--- config.mk ---
export PLATFORM = sky130hd
export DESIGN_NAME = cover_toggle_collector
export DESIGN_NICKNAME = d
export VERILOG_FILES = /design/src/rtl/cover_pkg.sv /design/src/rtl/cover_lowest_pending.sv /design/src/rtl/cover_toggle_collector.sv
export SDC_FILE = /design/constraint.sdc
export NUM_CORES = 1
export LEC_CHECK = 0
export ABC_AREA = 1
export CAP_MARGIN = 20
export CELL_PAD_IN_SITES_DETAIL_PLACEMENT = 1
export CELL_PAD_IN_SITES_GLOBAL_PLACEMENT = 2
export CORE_ASPECT_RATIO = 1.1
export CORE_MARGIN = 2
export CORE_UTILIZATION = 25
export CTS_BUF_LIST = sky130_fd_sc_hd__clkbuf_4 sky130_fd_sc_hd__clkbuf_8
export DETAILED_ROUTE_END_ITERATION = 7
export GPL_ROUTABILITY_DRIVEN = 0
export PLACE_DENSITY_LB_ADDON = 0.15
export SLEW_MARGIN = 20
export SYNTH_ARGS = -nofsm -noshare
export SYNTH_HDL_FRONTEND = slang
export SYNTH_SLANG_ARGS = --single-unit
--- constraint.sdc ---
create_clock -name clock -period 6.09 [get_ports clock]
set_clock_uncertainty 0.05 [all_clocks]
set_input_delay 1.218 -clock clock [delete_from_list [all_inputs] [get_ports clock]]
set_output_delay 1.218 -clock clock [all_outputs]
set_load 0.1 [all_outputs]
--- src/rtl/cover_pkg.sv ---
// Shared types and sizing helpers for the toggle-coverage collector.
// Defining TOGGLE_FALL_EN doubles the point space to include falling edges.
package cover_pkg;

    localparam int COVER_INDEX_W = 64;

    typedef enum logic {
        EMPTY = 1'b0,
        HOLD  = 1'b1
    } ev_state_t;

    function automatic int points_of(input int width);
`ifdef TOGGLE_FALL_EN
        return 2 * width;
`else
        return width;
`endif
    endfunction

    // Index width that stays legal for a single-point instance.
    function automatic int index_w(input int n);
        return (n > 1) ? $clog2(n) : 1;
    endfunction

endpackage

--- src/rtl/cover_lowest_pending.sv ---
// Priority encoder: reports whether any bit is set and the index of the lowest one.
module cover_lowest_pending #(
    parameter int N  = 28,
    parameter int IW = 5
) (
    input  logic [N-1:0]  bits,
    output logic          found,
    output logic [IW-1:0] index
);

    // Scan from the top so the last match written is the lowest set bit.
    always_comb begin
        found = 1'b0;
        index = '0;
        for (int i = N - 1; i >= 0; i--) begin
            if (bits[i]) begin
                found = 1'b1;
                index = IW'(i);
            end
        end
    end

endmodule

--- src/rtl/cover_toggle_collector.sv ---
// Toggle-coverage collector: records first rise (and, with TOGGLE_FALL_EN, first fall)
// of each monitored bit and reports each point once through a valid/ready event port.
module cover_toggle_collector
    import cover_pkg::*;
#(
    parameter int WIDTH       = 28,
    parameter int COVER_INDEX = 0,
    parameter int COVER_TOTAL = 10906,
    localparam int POINTS     = points_of(WIDTH),
    localparam int CNT_W      = $clog2(POINTS + 1)
) (
    input  logic                     clock,
    input  logic                     reset,
    input  logic [WIDTH-1:0]         valid,
    input  logic                     sample_en,
    input  logic                     clear,
    output logic                     ev_valid,
    input  logic                     ev_ready,
    output logic [COVER_INDEX_W-1:0] ev_index,
    output logic [CNT_W-1:0]         covered_count,
    output logic                     all_covered
);

    localparam int IW = index_w(POINTS);

    generate
        if (COVER_INDEX + POINTS > COVER_TOTAL) begin : g_range_check
            $error("cover_toggle_collector: COVER_INDEX + POINTS exceeds COVER_TOTAL");
        end
    endgenerate

    logic [WIDTH-1:0]         prev_reg;
    logic                     primed_reg;
    logic [POINTS-1:0]        hit_reg;
    logic [POINTS-1:0]        pending_reg;
    logic [POINTS-1:0]        pending_next;
    logic [POINTS-1:0]        det;
    logic [POINTS-1:0]        new_hit;
    logic [POINTS-1:0]        load_mask;
    logic [CNT_W-1:0]         count_reg;
    logic [CNT_W-1:0]         new_cnt;
    ev_state_t                state_reg;
    ev_state_t                state_next;
    logic [COVER_INDEX_W-1:0] ev_index_reg;
    logic [COVER_INDEX_W-1:0] ev_index_next;
    logic                     found;
    logic [IW-1:0]            low_idx;
    logic                     load;

    genvar gi;
    generate
        for (gi = 0; gi < WIDTH; gi++) begin : g_detect
            assign det[gi] = sample_en & primed_reg & ~prev_reg[gi] & valid[gi];
`ifdef TOGGLE_FALL_EN
            assign det[WIDTH + gi] = sample_en & primed_reg & prev_reg[gi] & ~valid[gi];
`endif
        end
    endgenerate

    // Only first-time detections matter; the hit bits make every point sticky.
    assign new_hit = det & ~hit_reg;

    always_comb begin
        new_cnt = '0;
        for (int i = 0; i < POINTS; i++) begin
            new_cnt = new_cnt + CNT_W'(new_hit[i]);
        end
    end

    cover_lowest_pending #(
        .N  (POINTS),
        .IW (IW)
    ) u_lowest (
        .bits  (pending_reg),
        .found (found),
        .index (low_idx)
    );

    always_comb begin
        state_next = state_reg;
        load       = 1'b0;
        case (state_reg)
            EMPTY: begin
                if (found) begin
                    load       = 1'b1;
                    state_next = HOLD;
                end
            end
            HOLD: begin
                if (ev_ready) begin
                    if (found) begin
                        load = 1'b1;
                    end else begin
                        state_next = EMPTY;
                    end
                end
            end
            default: state_next = EMPTY;
        endcase
    end

    // The drain only looks at already-registered pending bits, so fresh hits are
    // merged in after the loaded bit is removed and can never be lost.
    always_comb begin
        load_mask     = load ? (POINTS'(1) << low_idx) : '0;
        pending_next  = (pending_reg & ~load_mask) | new_hit;
        ev_index_next = load ? (COVER_INDEX_W'(COVER_INDEX) + COVER_INDEX_W'(low_idx))
                             : ev_index_reg;
    end

    always_ff @(posedge clock or negedge reset) begin
        if (!reset) begin
            prev_reg     <= '0;
            primed_reg   <= 1'b0;
            hit_reg      <= '0;
            pending_reg  <= '0;
            count_reg    <= '0;
            state_reg    <= EMPTY;
            ev_index_reg <= '0;
        end else if (clear) begin
            primed_reg   <= 1'b0;
            hit_reg      <= '0;
            pending_reg  <= '0;
            count_reg    <= '0;
            state_reg    <= EMPTY;
        end else begin
            hit_reg      <= hit_reg | new_hit;
            pending_reg  <= pending_next;
            count_reg    <= count_reg + new_cnt;
            state_reg    <= state_next;
            ev_index_reg <= ev_index_next;
            if (sample_en) begin
                prev_reg   <= valid;
                primed_reg <= 1'b1;
            end
        end
    end

    assign ev_valid      = (state_reg == HOLD);
    assign ev_index      = ev_index_reg;
    assign covered_count = count_reg;
    assign all_covered   = (count_reg == CNT_W'(POINTS));

endmodule

==> flow_metrics.env, run 1 <==
export IMPL_slowest_delay_ns=0.20
export IMPL_routed_wl_um=17000
export IMPL_total_power_w=0.00202
export IMPL_start_util=0.254
export IMPL_clkLatencyLatePin_ns=0.39
export IMPL_rows=57
export IMPL_cp_required_ns=6.36
export IMPL_seq_area_frac_synth=0.427
export IMPL_cap_violations=0
export IMPL_die_x_um=147
export IMPL_die_h_um=161
export IMPL_first_pass_iters=4
export IMPL_route_vias_total=4614
export IMPL_fin_ws_ns=-0.00266
export IMPL_coreArea_um2=22100
export IMPL_violations="setup timing"
export IMPL_hold_buffers=0
export IMPL_dp_worst_setup_slack_ns=-0.669
export IMPL_area_growth_pct=26.0
export IMPL_slowest_stage="buf_4"
export IMPL_dieArea_um2=23700
export IMPL_synthFlopType="dfrtp_1"
export IMPL_avgSynthCellArea_um2=8.43
export IMPL_drive_gt1_frac=0.184
export IMPL_crit_type="in2reg"
export IMPL_cts_sinks=96
export IMPL_min_period_ns=6.09
export IMPL_hold_path_class="reg2reg"
export IMPL_io_pins=104
export IMPL_grt_pass1_wl_um=26400
export IMPL_antenna_found_initial=0
export IMPL_cp_max_fo=7
export IMPL_worst_slew_pin_slew_ns=0.972
export IMPL_power_leakage_nw=3.42
export IMPL_synthTopCellsByArea="dfrtp_1 (43%), inv_1 (8.5%), a21oi_1 (7.9%)"
export IMPL_async_flop_share=1.00
export IMPL_grt_pass1_vias=4862
export IMPL_htreeDepth=3
export IMPL_wl_per_cell_um=15.6
export IMPL_grt_max_degree=69
export IMPL_maxSlewHeadroom=0.350
export IMPL_status="finished with violations"
export IMPL_fin_tns_setup_ns=-0.00266
export IMPL_cts_root_buffer="clkbuf_8"
export IMPL_finalHoldViolations=0
export IMPL_grt_overflow_total=0
export IMPL_synth_distinct_cells=35
export IMPL_cts_buffers=9
export IMPL_arrival_ns=6.36
export IMPL_layout_nets=849
export IMPL_setup_violations=1
export IMPL_grt_use_total=0.145
export IMPL_port_buffers=44
export IMPL_ir_drop_mv=0.109
export IMPL_path_clk_slew_ns=0.10
export IMPL_drv_slew=0
export IMPL_worstSetupEndpointType="register"
export IMPL_synth_top_cell_by_area="dfrtp_1"
export IMPL_drt_iter0_drc=120
export IMPL_p_per_area_nw_per_um2=285
export IMPL_cts_tree="yes"
export IMPL_crit_path_frequent_cell="buf_4"
export IMPL_fin_crit_sh=1.00
export IMPL_drc=0
export IMPL_ant_nets=0
export IMPL_hpwl_um=12200
export IMPL_num_antenna_cells=0
export IMPL_synthCells=667
export IMPL_cts_buffer_depth=2
export IMPL_max_freq_ghz=0.164
export IMPL_synth_edf_count=0
export IMPL_vias_per_cell=4.26
export IMPL_ys_seq_elements=96
export IMPL_fin_hold_ws_ns=0.439
export IMPL_critPathLaunchType="input port"
export IMPL_rsz0062_at_grt="yes"
export IMPL_synth_top_area_frac=0.427
export IMPL_yosys_warnings=0
export IMPL_syn_cell_area_um2=5620
[repair_timing]
item / 4_1_cts / 5_1_grt
buffers inserted: 38 / 12
cloned: 0 / 0
setup endpoints to repair: 3 / 3
pin swaps: 10 / 25
resized for setup: 9 / 36
[synth_stat cells, types with 2 or more instances]
master and number:
clkbuf_1 16, o21ai_1 3, nor2_4 2, nand2_1 63
dfrtp_1 96, nand4_1 27, ha_1 10, nor2_1 56
inv_1 128, nor2_2 2, a21oi_1 89, o21ai_0 11
nand2_4 2, fa_1 22, nand2_2 3, nor4_1 4
xnor2_1 3, nand3_1 55, buf_4 59
[final cells by class]
cell class,count,area (um^2)
Sequential cell,96,2400
Multi-Input combinational cell,421,2540
Timing Repair Buffer,126,1090
Clock inverter,4,30.0
Clock buffer,12,153
Fill cell,2654,15000
Inverter,130,493
Tap cell,295,369
[through the flow]
| stage | instances | utilization | instance area [um^2] |
|---|---|---|---|
| 6_report | 1084 | 0.320 | 7080 |
| 5_1_grt | 1084 | 0.320 | 7080 |
| 4_1_cts | 1072 | 0.311 | 6870 |
| 3_5_place_dp | 1018 | 0.288 | 6380 |
| 3_3_place_gp | 1018 | 0.288 | 6380 |
| 2_1_floorplan | 725 | - | 5880 |
[worst paths after layout]
kind	to	cells past startpoint	from	slack (ns)
setup / recovery	pending_reg[26]$_DFF_PN0_	42	sample_en	-0.003
hold / removal	ev_index[0]$_DFFE_PN0P_	2	ev_index[0]$_DFFE_PN0P_	0.44
setup reg to reg	pending_reg[26]$_DFF_PN0_	41	primed_reg$_DFFE_PN0P_	0.48
hold reg to reg	ev_index[0]$_DFFE_PN0P_	2	ev_index[0]$_DFFE_PN0P_	0.44
max in group asynchronous	pending_reg[15]$_DFF_PN0_	2	reset	4.07
min in group asynchronous	pending_reg[24]$_DFF_PN0_	1	reset	0.91
[layout by cell type, fill, tap and decap left out, types with 4 or more instances in the layout]
cell type	instances
inv_1	126
dfrtp_1	96
a21oi_1	87
buf_4	80
nand2_1	61
conb_1	59
nand3_1	46
nor2_1	45
clkdlybuf4s50_1	32
nand4_1	27
fa_1	20
nor2_2	11
o21ai_0	10
ha_1	10
clkbuf_8	10
dlymetal6s2s_1	9
nand3_2	7
nand2_4	4
nor2_4	4
nor4_1	4
o21ai_1	4
[critical path, delay by kind of cell]
family                 cells  cell delay [ns]
and+or+nand+nor            2             0.22
AOI/OAI and AO/OA          1             0.10
buffers and inverters     39             4.82
[power by group]
| group | internal, W | switching (W) | leakage, nW |
|---|---|---|---|
| logic | 0.000217 | 0.000658 | 2.09 |
| clock network | 0.000170 | 0.000248 | 0.0934 |
| registers | 0.000697 | 0.0000318 | 1.24 |
[per-layer routing]
metal  track usage  vias up  share of wire
met5             0        -              0
li1              -     2232              -
met4        0.0468        0          0.020
met2         0.253       77           0.52
met3        0.0218       21          0.030
met1         0.186     2284           0.43
[kinds of logic after synthesis]
logic type,count (synthesis),share of synthesized area
xor+xnor,3,0.00468
other cells,1,0.000667
buf+inv,208,0.181
simple gates,217,0.182
fa+ha+maj,32,0.101
flops,96,0.427
compound gates,110,0.104
No activity file was read; power rests on OpenSTA's default activity.
==> run 2: changes to the inputs <==
RECOVER_POWER = 100   (was default)
==> flow_metrics.env, run 2 (synthesis results as in run 1) <==
export IMPL_cts_buffer_depth=2
export IMPL_cp_max_fo=7
export IMPL_dieArea_um2=23700
export IMPL_clkLatencyLatePin_ns=0.39
export IMPL_hold_path_class="reg2reg"
export IMPL_die_h_um=161
export IMPL_violations="capacitance limit, slew limit, setup timing"
export IMPL_grt_use_total=0.145
export IMPL_slowest_stage="buf_4"
export IMPL_path_clk_slew_ns=0.10
export IMPL_ir_drop_mv=0.108
export IMPL_p_comb_frac=0.425
export IMPL_arrival_ns=6.36
export IMPL_htreeDepth=3
export IMPL_route_vias_total=4619
export IMPL_worst_slew_pin_slew_ns=3.96
export IMPL_drt_iter0_drc=103
export IMPL_clock_power_share=0.210
export IMPL_n_fill_cell=2658
export IMPL_dp_worst_setup_slack_ns=-0.669
export IMPL_wl_per_cell_um=15.6
export IMPL_cts_tree="yes"
export IMPL_final_common_cell="inv_1"
export IMPL_max_freq_ghz=0.164
export IMPL_cp_required_ns=6.36
export IMPL_rows=57
export IMPL_rsz0062_at_grt="yes"
export IMPL_routed_wl_um=16900
export IMPL_min_period_ns=6.09
export IMPL_cts_root_buffer="clkbuf_8"
export IMPL_dp_cells=1018
export IMPL_die_x_um=147
export IMPL_maxSlewHeadroom=-1.64
export IMPL_drv_slew=69
export IMPL_area_growth_pct=25.0
export IMPL_drc=0
export IMPL_crit_path_frequent_cell="buf_4"
export IMPL_hpwl_um=12200
export IMPL_fin_cells=1084
export IMPL_antenna_found_initial=0
export IMPL_grt_max_degree=69
export IMPL_start_util=0.254
export IMPL_coreArea_um2=22100
export IMPL_regArea_um2=2400
export IMPL_cap_violations=1
export IMPL_fin_crit_sh=1.00
export IMPL_internal_power_w=0.00107
export IMPL_grt_overflow_total=0
export IMPL_vias_per_cell=4.26
export IMPL_layout_common_cells="inv_1 (127), dfrtp_1 (96), a21oi_1 (88), buf_4 (78), nand2_1 (64)"
export IMPL_switching_power_w=0.000925
export IMPL_cts_sinks=96
export IMPL_slowest_delay_ns=0.20
export IMPL_critPathLaunchType="input port"
export IMPL_share_seq_of_total_power=0.365
export IMPL_grt_pass1_vias=4862
export IMPL_status="finished with violations"
export IMPL_power_leakage_nw=3.43
export IMPL_switching_share=0.465
export IMPL_ant_nets=0
export IMPL_setup_violations=1
export IMPL_hold_buffers=0
export IMPL_worstSetupEndpointType="register"
export IMPL_fin_ws_ns=-0.00101
export IMPL_num_antenna_cells=0
export IMPL_crit_type="in2reg"
export IMPL_drive_gt1_frac=0.170
export IMPL_io_pins=104
export IMPL_first_pass_iters=4
export IMPL_port_buffers=44
export IMPL_grt_pass1_wl_um=26400
export IMPL_cts_buffers=9
export IMPL_multiInputGateArea_um2=2490
export IMPL_finalHoldViolations=0
export IMPL_layout_nets=849
export IMPL_p_per_area_nw_per_um2=284
[run 2: cell types whose count changed in the layout (fill, tap and decap cells not counted), sizes merged]
cell,delta
buf,-2
clkbuf,+2
clkdlybuf4s50,-12
dlygate4sd3,+12
[run 2: what timing repair did]
action                                  in CTS  in global routing
setup buffers                               38                 12
endpoints found under the setup margin       3                  3
pin swaps                                   10                 25
cloned                                       0                  0
hold endpoints to repair                     0                  0
gates resized for setup                      9                 36
[run 2: per-layer routing]
layer  track usage  up-vias  part of all wire
met3        0.0218       22             0.032
li1              -     2232                 -
met5             0        -                 0
met1         0.186     2283              0.43
met4        0.0468        0             0.021
met2         0.253       82              0.51
[run 2: final timing paths]
kind | startpoint | endpoint | slack, ns | cells past startpoint
worst max-delay path | sample_en | pending_reg[26]$_DFF_PN0_ | -0.001 | 42
worst min-delay path | ev_index[0]$_DFFE_PN0P_ | ev_index[0]$_DFFE_PN0P_ | 0.43 | 2
worst max register to register | primed_reg$_DFFE_PN0P_ | pending_reg[26]$_DFF_PN0_ | 0.48 | 41
worst min register to register | ev_index[0]$_DFFE_PN0P_ | ev_index[0]$_DFFE_PN0P_ | 0.43 | 2
max in group asynchronous | reset | pending_reg[15]$_DFF_PN0_ | 1.45 | 2
min in group asynchronous | reset | pending_reg[24]$_DFF_PN0_ | 2.15 | 1
[run 2: critical path: cells and delay by family]
family / cells / cell delay (ns)
compound gates: 1 / 0.10
simple gates: 2 / 0.22
buf+inv: 39 / 4.82
[run 2: final cells by class]
cell class	count	area share
clock inverters	4	0.00428
well taps	295	0.0525
clock buffers	12	0.0217
multi-input cells	421	0.355
inverters	130	0.0702
flip-flops and latches	96	0.342
repair buffers	126	0.154
[run 2: power by group through the flow]
stage	combinational (W)	clock (W)	sequential, W
after floorplan	0.000500	0	0.000910
after global placement	0.000843	0	0.000740
after detailed placement	0.000857	0	0.000742
after CTS	0.000865	0.000438	0.000730
after global routing	0.000918	0.000466	0.000737
final	0.000847	0.000418	0.000727
[run 2: through the flow]
stage           util  power [W]  instance area (um^2)  setup TNS [ns]  hold WS, ns
6_report       0.318    0.00199                  7020        -0.00101        0.434
3_5_place_dp   0.288    0.00160                  6380           -2.21        0.419
2_1_floorplan      -    0.00141                  5880               0        0.400
4_1_cts        0.311    0.00203                  6870               0        0.447
3_3_place_gp   0.288    0.00158                  6380           -1.99        0.416
5_1_grt        0.318    0.00212                  7020          -0.148        0.466
